===== src/rtl/lfsr_step_controller.sv =====
// Step/load sequencer for the 4-bit board LFSR.
// Turns raw buttons into debounced events, paces RUN mode with a programmable
// divider and reseeds the LFSR when its output stops changing.
module lfsr_step_controller #(
  parameter int unsigned          DivWidth   = 24,
  parameter logic [DivWidth-1:0]  DivDefault = DivWidth'(24'h0FFFFF),
  parameter int unsigned          DebWidth   = 16,
  parameter int unsigned          DebCycles  = 40000,
  parameter int unsigned          LockSteps  = 2,
  parameter logic [3:0]           Seed       = 4'h1
) (
  input  logic       clk_i,
  input  logic       rst_ni,
  input  logic       btn_run_i,
  input  logic       btn_step_i,
  input  logic       btn_load_i,
  input  logic [3:0] data_i,
  input  logic [1:0] div_sel_i,
  input  logic [3:0] lfsr_q_i,
  output logic       step_en_o,
  output logic       load_en_o,
  output logic [3:0] load_data_o,
  output logic       running_o,
  output logic       lockup_o
);

  localparam int unsigned           StallWidth = $clog2(LockSteps + 1);
  localparam logic [DebWidth-1:0]   DebLast    = DebWidth'(DebCycles - 1);
  localparam logic [StallWidth-1:0] StallLimit = StallWidth'(LockSteps);

  typedef enum logic [1:0] {StPause, StRun, StLoad, StRecover} state_e;

  // ---------------------------------------------------------------------------
  // Button synchronizers and debouncers; bit 0 = run, 1 = step, 2 = load
  // ---------------------------------------------------------------------------
  logic [2:0]          btn_raw;
  logic [2:0]          sync1_q, sync2_q;
  logic [2:0]          acc_q, acc_d;
  logic [2:0]          acc_dly_q;
  logic [DebWidth-1:0] deb_cnt_q [3];
  logic [DebWidth-1:0] deb_cnt_d [3];
  logic [2:0]          ev;
  logic                ev_run, ev_step, ev_load;

  assign btn_raw = {btn_load_i, btn_step_i, btn_run_i};

  // Count how long the synchronized level has disagreed with the accepted one.
  always_comb begin
    for (int i = 0; i < 3; i++) begin
      acc_d[i]     = acc_q[i];
      deb_cnt_d[i] = '0;
      if (sync2_q[i] != acc_q[i]) begin
        if (deb_cnt_q[i] == DebLast) begin
          acc_d[i] = sync2_q[i];
        end else begin
          deb_cnt_d[i] = deb_cnt_q[i] + DebWidth'(1);
        end
      end
    end
  end

  // Synchronizer, debounce counter and accepted-level registers.
  always_ff @(posedge clk_i or negedge rst_ni) begin
    if (!rst_ni) begin
      sync1_q   <= '0;
      sync2_q   <= '0;
      acc_q     <= '0;
      acc_dly_q <= '0;
      for (int i = 0; i < 3; i++) begin
        deb_cnt_q[i] <= '0;
      end
    end else begin
      sync1_q   <= btn_raw;
      sync2_q   <= sync1_q;
      acc_q     <= acc_d;
      acc_dly_q <= acc_q;
      for (int i = 0; i < 3; i++) begin
        deb_cnt_q[i] <= deb_cnt_d[i];
      end
    end
  end

  // One-cycle event on each accepted 0->1 change.
  assign ev      = acc_q & ~acc_dly_q;
  assign ev_run  = ev[0];
  assign ev_step = ev[1];
  assign ev_load = ev[2];

  // ---------------------------------------------------------------------------
  // State registers
  // ---------------------------------------------------------------------------
  state_e                state_q, state_d;
  state_e                ret_q, ret_d;
  logic [DivWidth-1:0]   div_cnt_q, div_cnt_d;
  logic [DivWidth-1:0]   tc;
  logic                  tick;
  logic [3:0]            load_data_q, load_data_d;
  logic                  running_q, running_d;
  logic                  lockup_q, lockup_d;
  logic [StallWidth-1:0] stall_q, stall_d;
  logic [3:0]            prev_q, prev_d;
  logic                  valid_q, valid_d;
  logic                  step_en;

  // ---------------------------------------------------------------------------
  // Step divider
  // ---------------------------------------------------------------------------
  assign tc = DivDefault >> {div_sel_i, 1'b0};

  // Count in RUN; a one-cycle LOAD/RECOVER detour from RUN freezes the count so
  // the step cadence picks up where it left off.
  always_comb begin
    tick      = 1'b0;
    div_cnt_d = '0;
    case (state_q)
      StRun: begin
        if (div_cnt_q >= tc) begin
          tick = 1'b1;
        end else begin
          div_cnt_d = div_cnt_q + DivWidth'(1);
        end
      end
      StLoad, StRecover: begin
        if (ret_q == StRun) begin
          div_cnt_d = div_cnt_q;
        end
      end
      default: div_cnt_d = '0;
    endcase
  end

  // ---------------------------------------------------------------------------
  // Sequencing FSM with lockup detection
  // ---------------------------------------------------------------------------
  // Next-state logic: event priority load > run > step, lockup overrides all.
  always_comb begin
    state_d     = state_q;
    ret_d       = ret_q;
    load_data_d = load_data_q;
    lockup_d    = lockup_q;
    stall_d     = stall_q;
    prev_d      = prev_q;
    valid_d     = valid_q;
    step_en     = 1'b0;

    case (state_q)
      StPause: begin
        if (ev_load) begin
          state_d     = StLoad;
          ret_d       = StPause;
          load_data_d = data_i;
        end else if (ev_run) begin
          state_d = StRun;
        end else if (ev_step) begin
          step_en = 1'b1;
        end
      end
      StRun: begin
        step_en = tick;
        if (ev_load) begin
          state_d     = StLoad;
          ret_d       = StRun;
          load_data_d = data_i;
        end else if (ev_run) begin
          state_d = StPause;
        end
      end
      StLoad, StRecover: begin
        state_d = ret_q;
        stall_d = '0;
        valid_d = 1'b0;
      end
      default: state_d = StPause;
    endcase

    // Compare each stepped value with the previous one; a stuck register is
    // reseeded, and that takes precedence over any same-cycle load.
    if (step_en) begin
      if (valid_q && (lfsr_q_i == prev_q)) begin
        stall_d = stall_q + StallWidth'(1);
      end else begin
        stall_d = '0;
      end
      prev_d  = lfsr_q_i;
      valid_d = 1'b1;
      if (stall_d >= StallLimit) begin
        state_d     = StRecover;
        ret_d       = state_q;
        load_data_d = Seed;
        lockup_d    = 1'b1;
      end
    end
  end

  // running tracks the state register, including a detour that returns to RUN.
  always_comb begin
    running_d = (state_q == StRun) ||
                (((state_q == StLoad) || (state_q == StRecover)) && (ret_q == StRun));
  end

  // FSM, divider, lockup tracker and registered outputs.
  always_ff @(posedge clk_i or negedge rst_ni) begin
    if (!rst_ni) begin
      state_q     <= StPause;
      ret_q       <= StPause;
      div_cnt_q   <= '0;
      load_data_q <= '0;
      running_q   <= 1'b0;
      lockup_q    <= 1'b0;
      stall_q     <= '0;
      prev_q      <= '0;
      valid_q     <= 1'b0;
    end else begin
      state_q     <= state_d;
      ret_q       <= ret_d;
      div_cnt_q   <= div_cnt_d;
      load_data_q <= load_data_d;
      running_q   <= running_d;
      lockup_q    <= lockup_d;
      stall_q     <= stall_d;
      prev_q      <= prev_d;
      valid_q     <= valid_d;
    end
  end

  assign step_en_o   = step_en;
  assign load_en_o   = (state_q == StLoad) || (state_q == StRecover);
  assign load_data_o = load_data_q;
  assign running_o   = running_q;
  assign lockup_o    = lockup_q;

endmodule


===== config.mk =====
export PLATFORM = sky130hd
export DESIGN_NAME = lfsr_step_controller
export DESIGN_NICKNAME = d
export VERILOG_FILES = /design/src/rtl/lfsr_step_controller.sv
export SDC_FILE = /design/constraint.sdc
export NUM_CORES = 1
export LEC_CHECK = 0
export CAP_MARGIN = 20
export CORE_MARGIN = 1
export CORE_UTILIZATION = 37
export DETAILED_ROUTE_END_ITERATION = 7
export PLACE_DENSITY = 0.52
export SYNTH_ARGS = -nofsm -noshare
export SYNTH_HDL_FRONTEND = slang
export SYNTH_SLANG_ARGS = --single-unit

===== constraint.sdc =====
create_clock -name clk_i -period 7.2 [get_ports clk_i]
set_input_delay 1.44 -clock clk_i [delete_from_list [all_inputs] [get_ports clk_i]]
set_output_delay 1.44 -clock clk_i [all_outputs]
set_load 0.02 [all_outputs]

Word-level counts from Yosys, hierarchy flattened
Cells that the tools add are included.
- register bits after elaboration: 101
- memory bits (writable): 0
- logic and storage cells: 88
- memories kept: 0
- bits in latches: 0
- ROM bits: 0
- output and inout bits: 8
- $add $sub $neg: 5
- mux-type cells: 36
- div/mod/pow operators: 0
- shifts and indexed selects: 1
- reduce and logical (&&, ||, !) cells: 12
- eq/ne operators: 12
- multipliers: 0
- magnitude comparators: 2
- bitwise gates (word level): 2
- operator list (cell ; count):
    2-to-1 mux 16 bit ; 6
    adder 16 x 1 -> 16 bit (second input constant) ; 3
    == test 16 bit (second input constant) ; 3
    2-to-1 mux 24 bit ; 2
    one-hot mux 24 bit (2 select lines) ; 1
    2-to-1 mux 2 bit ; 14
    adder 24 x 1 -> 24 bit (second input constant) ; 1
    >= comparator 24 bit ; 1
    right shift 20 x 3 -> 24 bit (first input constant) ; 1
    2-to-1 mux 4 bit ; 4
    AND reduction 2 bit ; 4
    2-to-1 mux 1 bit ; 6
    one-hot mux 2 bit (3 select lines) ; 1
    == test 2 x 1 -> 1 bit (second input constant) ; 2
    == test 2 bit (second input constant) ; 2
    == test 4 bit ; 1
    one-hot mux 2 bit (2 select lines) ; 1
    OR reduction 2 bit ; 2
    bitwise AND 3 bit ; 1
    != test 1 bit ; 3
    inverter 3 bit ; 1
    adder 2 x 1 -> 2 bit (second input constant) ; 1
    >= comparator 2 bit (second input constant) ; 1
    logical AND 1 bit ; 2
    5 further kinds ; 6

Depth between registers and ports, before layout
- word-level depth: 10
- mapped depth: 9

Worst setup path before layout
No wires, ideal clock.
- path kind: input to output
- start: input port div_sel_i[0]
- end: output port step_en_o
- path buffers: 0
- arrival time: 2.872 ns
- path slack: 2.888 ns
- cell stages on the path: 6
- path through: or2_2 ha_1 nand4_1 nor4_1 a21oi_1 nand3_2
- cells in the longest elaborated chain, start to end: 4
- ends and longest elaborated chain (what ; RTL line ; RTL):
    from (decl) ; 18 ; input logic [1:0] div_sel_i,
    right shift 20 x 3 -> 24 bit ; 108 ; assign tc = DivDefault >> {div_sel_i, 1'b0};
    >= comparator 24 bit ; 117 ; if (div_cnt_q >= tc) begin
    2-to-1 mux 1 bit ; 117 ;
    one-hot mux 1 bit (2 select lines) ; 146 ; case (state_q)
    to (decl) ; 20 ; output logic step_en_o,
No other way between the ends.

Final worst setup path
- start: input port div_sel_i[1]
- end: output port step_en_o
Same word-level chain as after synthesis.

==> results.sh <==
export IMPL_status="complete, no violations"
export IMPL_cts_max_level=3
export IMPL_crit_fanout=8
export IMPL_hold_viol_final=0
export IMPL_antenna_found_initial=0
export IMPL_grt_max_degree=69
export IMPL_drc=0
export IMPL_r2r_worst_path_cells=6
export IMPL_cts_setup_buffers=0
export IMPL_clk_latency_ns=0.35
export IMPL_fill_cells=1288
export IMPL_whs_ns=0.3513
export IMPL_placed_area_um2=5250
export IMPL_setup_slack_ns=1.676
export IMPL_place_gp_congestion=0.7922
export IMPL_leakage_nw=2.341
export IMPL_post_route_min_period_ns=5.524
export IMPL_final_util_pct=43.98
export IMPL_ys_types=58
export IMPL_grt_util_all_layers_pct=15.51
export IMPL_syn_area_um2=4878
export IMPL_worstHoldPathType="reg -> reg"
export IMPL_first_pass_iters=4
export IMPL_hold_path_startpoint="sync1_q[0]$_DFF_PN0_"
export IMPL_finalClockSkew_ns=0.005456
export IMPL_postSynthAreaPerCell_um2=10.12
export IMPL_cp_arrival_ns=4.08
export IMPL_finalSetupTns_ns=0
export IMPL_numCtsBuffers=9
export IMPL_placedCellCount=664
export IMPL_area_delta_synth_final_pct=14.70
export IMPL_die_y_um=116.8
export IMPL_drive_above_1_share_pct=8.071
export IMPL_finalSetupViolations=0
export IMPL_rows=41
export IMPL_cts_hold_buf=0
export IMPL_power_density_nw_per_um2=210.1
export IMPL_nets=528
export IMPL_io_pins=23
export IMPL_whs_path_depth=0
export IMPL_rsz0062_at_grt="no"
export IMPL_syn_num_nets=507
export IMPL_clk_path_buf_depth=2
export IMPL_clock_root_buffer="clkbuf_16"
export IMPL_via_per_inst=4.994
export IMPL_dieArea_um2=13650
export IMPL_dp_hpwl_mm=6.374
export IMPL_cts_sinks=101
export IMPL_grt_overflow=0
export IMPL_total_power_mw=1.176
export IMPL_wl_mm=9.220
export IMPL_path_class="in -> out"
export IMPL_synth_warnings=0
export IMPL_io_buffers=22
export IMPL_post_cts_resized=0
export IMPL_final_area_um2=5595
export IMPL_worst_setup_path_end_kind="primary output"
export IMPL_cp_required_ns=5.76
export IMPL_ant_nets=0
export IMPL_synth_flop_cell="dfrtp_1"
export IMPL_reg2reg_to="div_cnt_q[19]$_DFFE_PN0P_"
export IMPL_min_delay_worst_endpoint="sync2_q[0]$_DFF_PN0_"
export IMPL_drt_iter0_drc=164
export IMPL_preCtsSetupSlack_ns=1.671
export IMPL_synthCells=482
export IMPL_num_vias=3396
export IMPL_synth_edff_count=0
export IMPL_ys_seq_elements=101
export IMPL_async_reset_ff_share_pct=100.0
export IMPL_die_x_um=116.8
export IMPL_grt_pass1_vias=3320
export IMPL_grt_pass1_wl_mm=16.13
export IMPL_routedWlPerCell_um=13.56
export IMPL_max_slew_margin_rel_pct=43.68
export IMPL_initial_core_util_pct=38.35
export IMPL_start_kind="input port"
export IMPL_irDropWorstVdd_uv=146.4
export IMPL_multi_input_area_um2=2226
export IMPL_fmax_ghz=0.1810
export IMPL_clkTransAtPathRegs_ns=0.06
export IMPL_cts_tree="built"
export IMPL_worstMarginPinSlew_ns=0.8447
export IMPL_max_cap_viol_count=0
export IMPL_reg2reg_slack_ns=4.88
export IMPL_maxSlewViolCount=0
export IMPL_r2r_start="div_cnt_q[0]$_DFFE_PN0P_"
export IMPL_regArea_um2=2527
export IMPL_ys_seq_area_share_pct=51.81
export IMPL_min_period_over_period_pct=76.72
export IMPL_core_um2=12720
export IMPL_finalNonFillerCells=680
export IMPL_num_antenna_cells=0
-- worst max-delay path, stage by stage --
cell and delay (ns):
clkdlybuf4s50_1 0.46, or2_2 0.31, ha_1 0.29, nand4_1 0.17, nor4_1 0.36, a21oi_1 0.17
nand3_2 0.22, clkdlybuf4s50_1 0.64
-- flip-flops by register name, summed over array words and instances, names as in the netlist --
name	cells
load_data_o	4
ret_q	2
div_cnt_q	24
lockup_o	1
prev_q	4
stall_q	2
valid_q	1
state_q	2
deb_cnt_q	48
acc_q	3
running_o	1
sync2_q	3
sync1_q	3
acc_dly_q	3
-- worst max path at each step --
stage	start	endpoint	slack (ns)	cells after the start
2_1_floorplan	div_sel_i[0]	step_en_o	2.89	6
3_3_place_gp	div_sel_i[1]	step_en_o	1.69	8
3_5_place_dp	div_sel_i[1]	step_en_o	1.67	8
4_1_cts	div_sel_i[1]	step_en_o	1.65	8
5_1_grt	div_sel_i[1]	step_en_o	1.51	8
6_report	div_sel_i[1]	step_en_o	1.68	8
-- cell usage after synthesis (6+ instances only) --
| library cell | instances | area (um2) |
|---|---|---|
| a21oi_1 | 10 | 50.05 |
| nand3_1 | 24 | 120.1 |
| nand4_1 | 16 | 100.1 |
| and3_1 | 9 | 56.30 |
| and4_1 | 6 | 52.55 |
| xor2_1 | 32 | 280.3 |
| o21ai_0 | 9 | 45.04 |
| and2_1 | 6 | 37.54 |
| ha_1 | 10 | 125.1 |
| inv_1 | 15 | 56.30 |
| or2_2 | 6 | 37.54 |
| dfrtp_1 | 101 | 2527 |
| nor3_1 | 20 | 100.1 |
| nor2_1 | 72 | 270.3 |
| xnor2_1 | 30 | 262.8 |
| mux2_2 | 7 | 78.83 |
| nand2_1 | 40 | 150.1 |
| nor4_1 | 9 | 56.30 |
| clkbuf_1 | 8 | 30.03 |
-- where the power goes --
group / switching, mW / internal [mW] / total (mW)
sequential: 0.00468 / 0.574 / 0.579
clock: 0.217 / 0.341 / 0.558
combinational: 0.0236 / 0.0153 / 0.0389
total: 0.245 / 0.931 / 1.18
-- cell families after synthesis --
logic type | after synthesis | share of synthesized area, %
XOR/XNOR | 62 | 11.13
AO/OA/AOI/OAI | 44 | 6.207
multiplexers | 8 | 1.821
buffers and inverters | 28 | 2.565
adder cells (fa/ha/maj) | 10 | 2.565
AND/OR/NAND/NOR | 229 | 23.90
flip-flops | 101 | 51.81
-- layer usage --
metal	global-route usage, %	share of wire, %	routed length, um
met3	4.016	3.3	306
met4	6.329	1.7	153
met2	24.18	46	4218
met5	0	0	0
met1	20.60	49	4541
-- area by class of cell --
type | instances | share of cell area (%)
Tap cell | 172 | 3.846
Multi-Input combinational cell | 353 | 39.78
Clock inverter | 7 | 2.147
Clock buffer | 9 | 4.025
Sequential cell | 101 | 45.17
Timing Repair Buffer | 23 | 4.025
Inverter | 15 | 1.006
-- cells in the final DEF, fill, tap and decap left out, types with 10 or more instances in the layout --
cell type	count
inv_1	15
clkdlybuf4s50_1	21
nand3_1	24
xor2_1	32
nand2_1	40
nor2_1	72
a21oi_1	10
dfrtp_1	101
xnor2_1	30
ha_1	10
nor3_1	20
nand4_1	16
(Power assumes the default switching activity.)
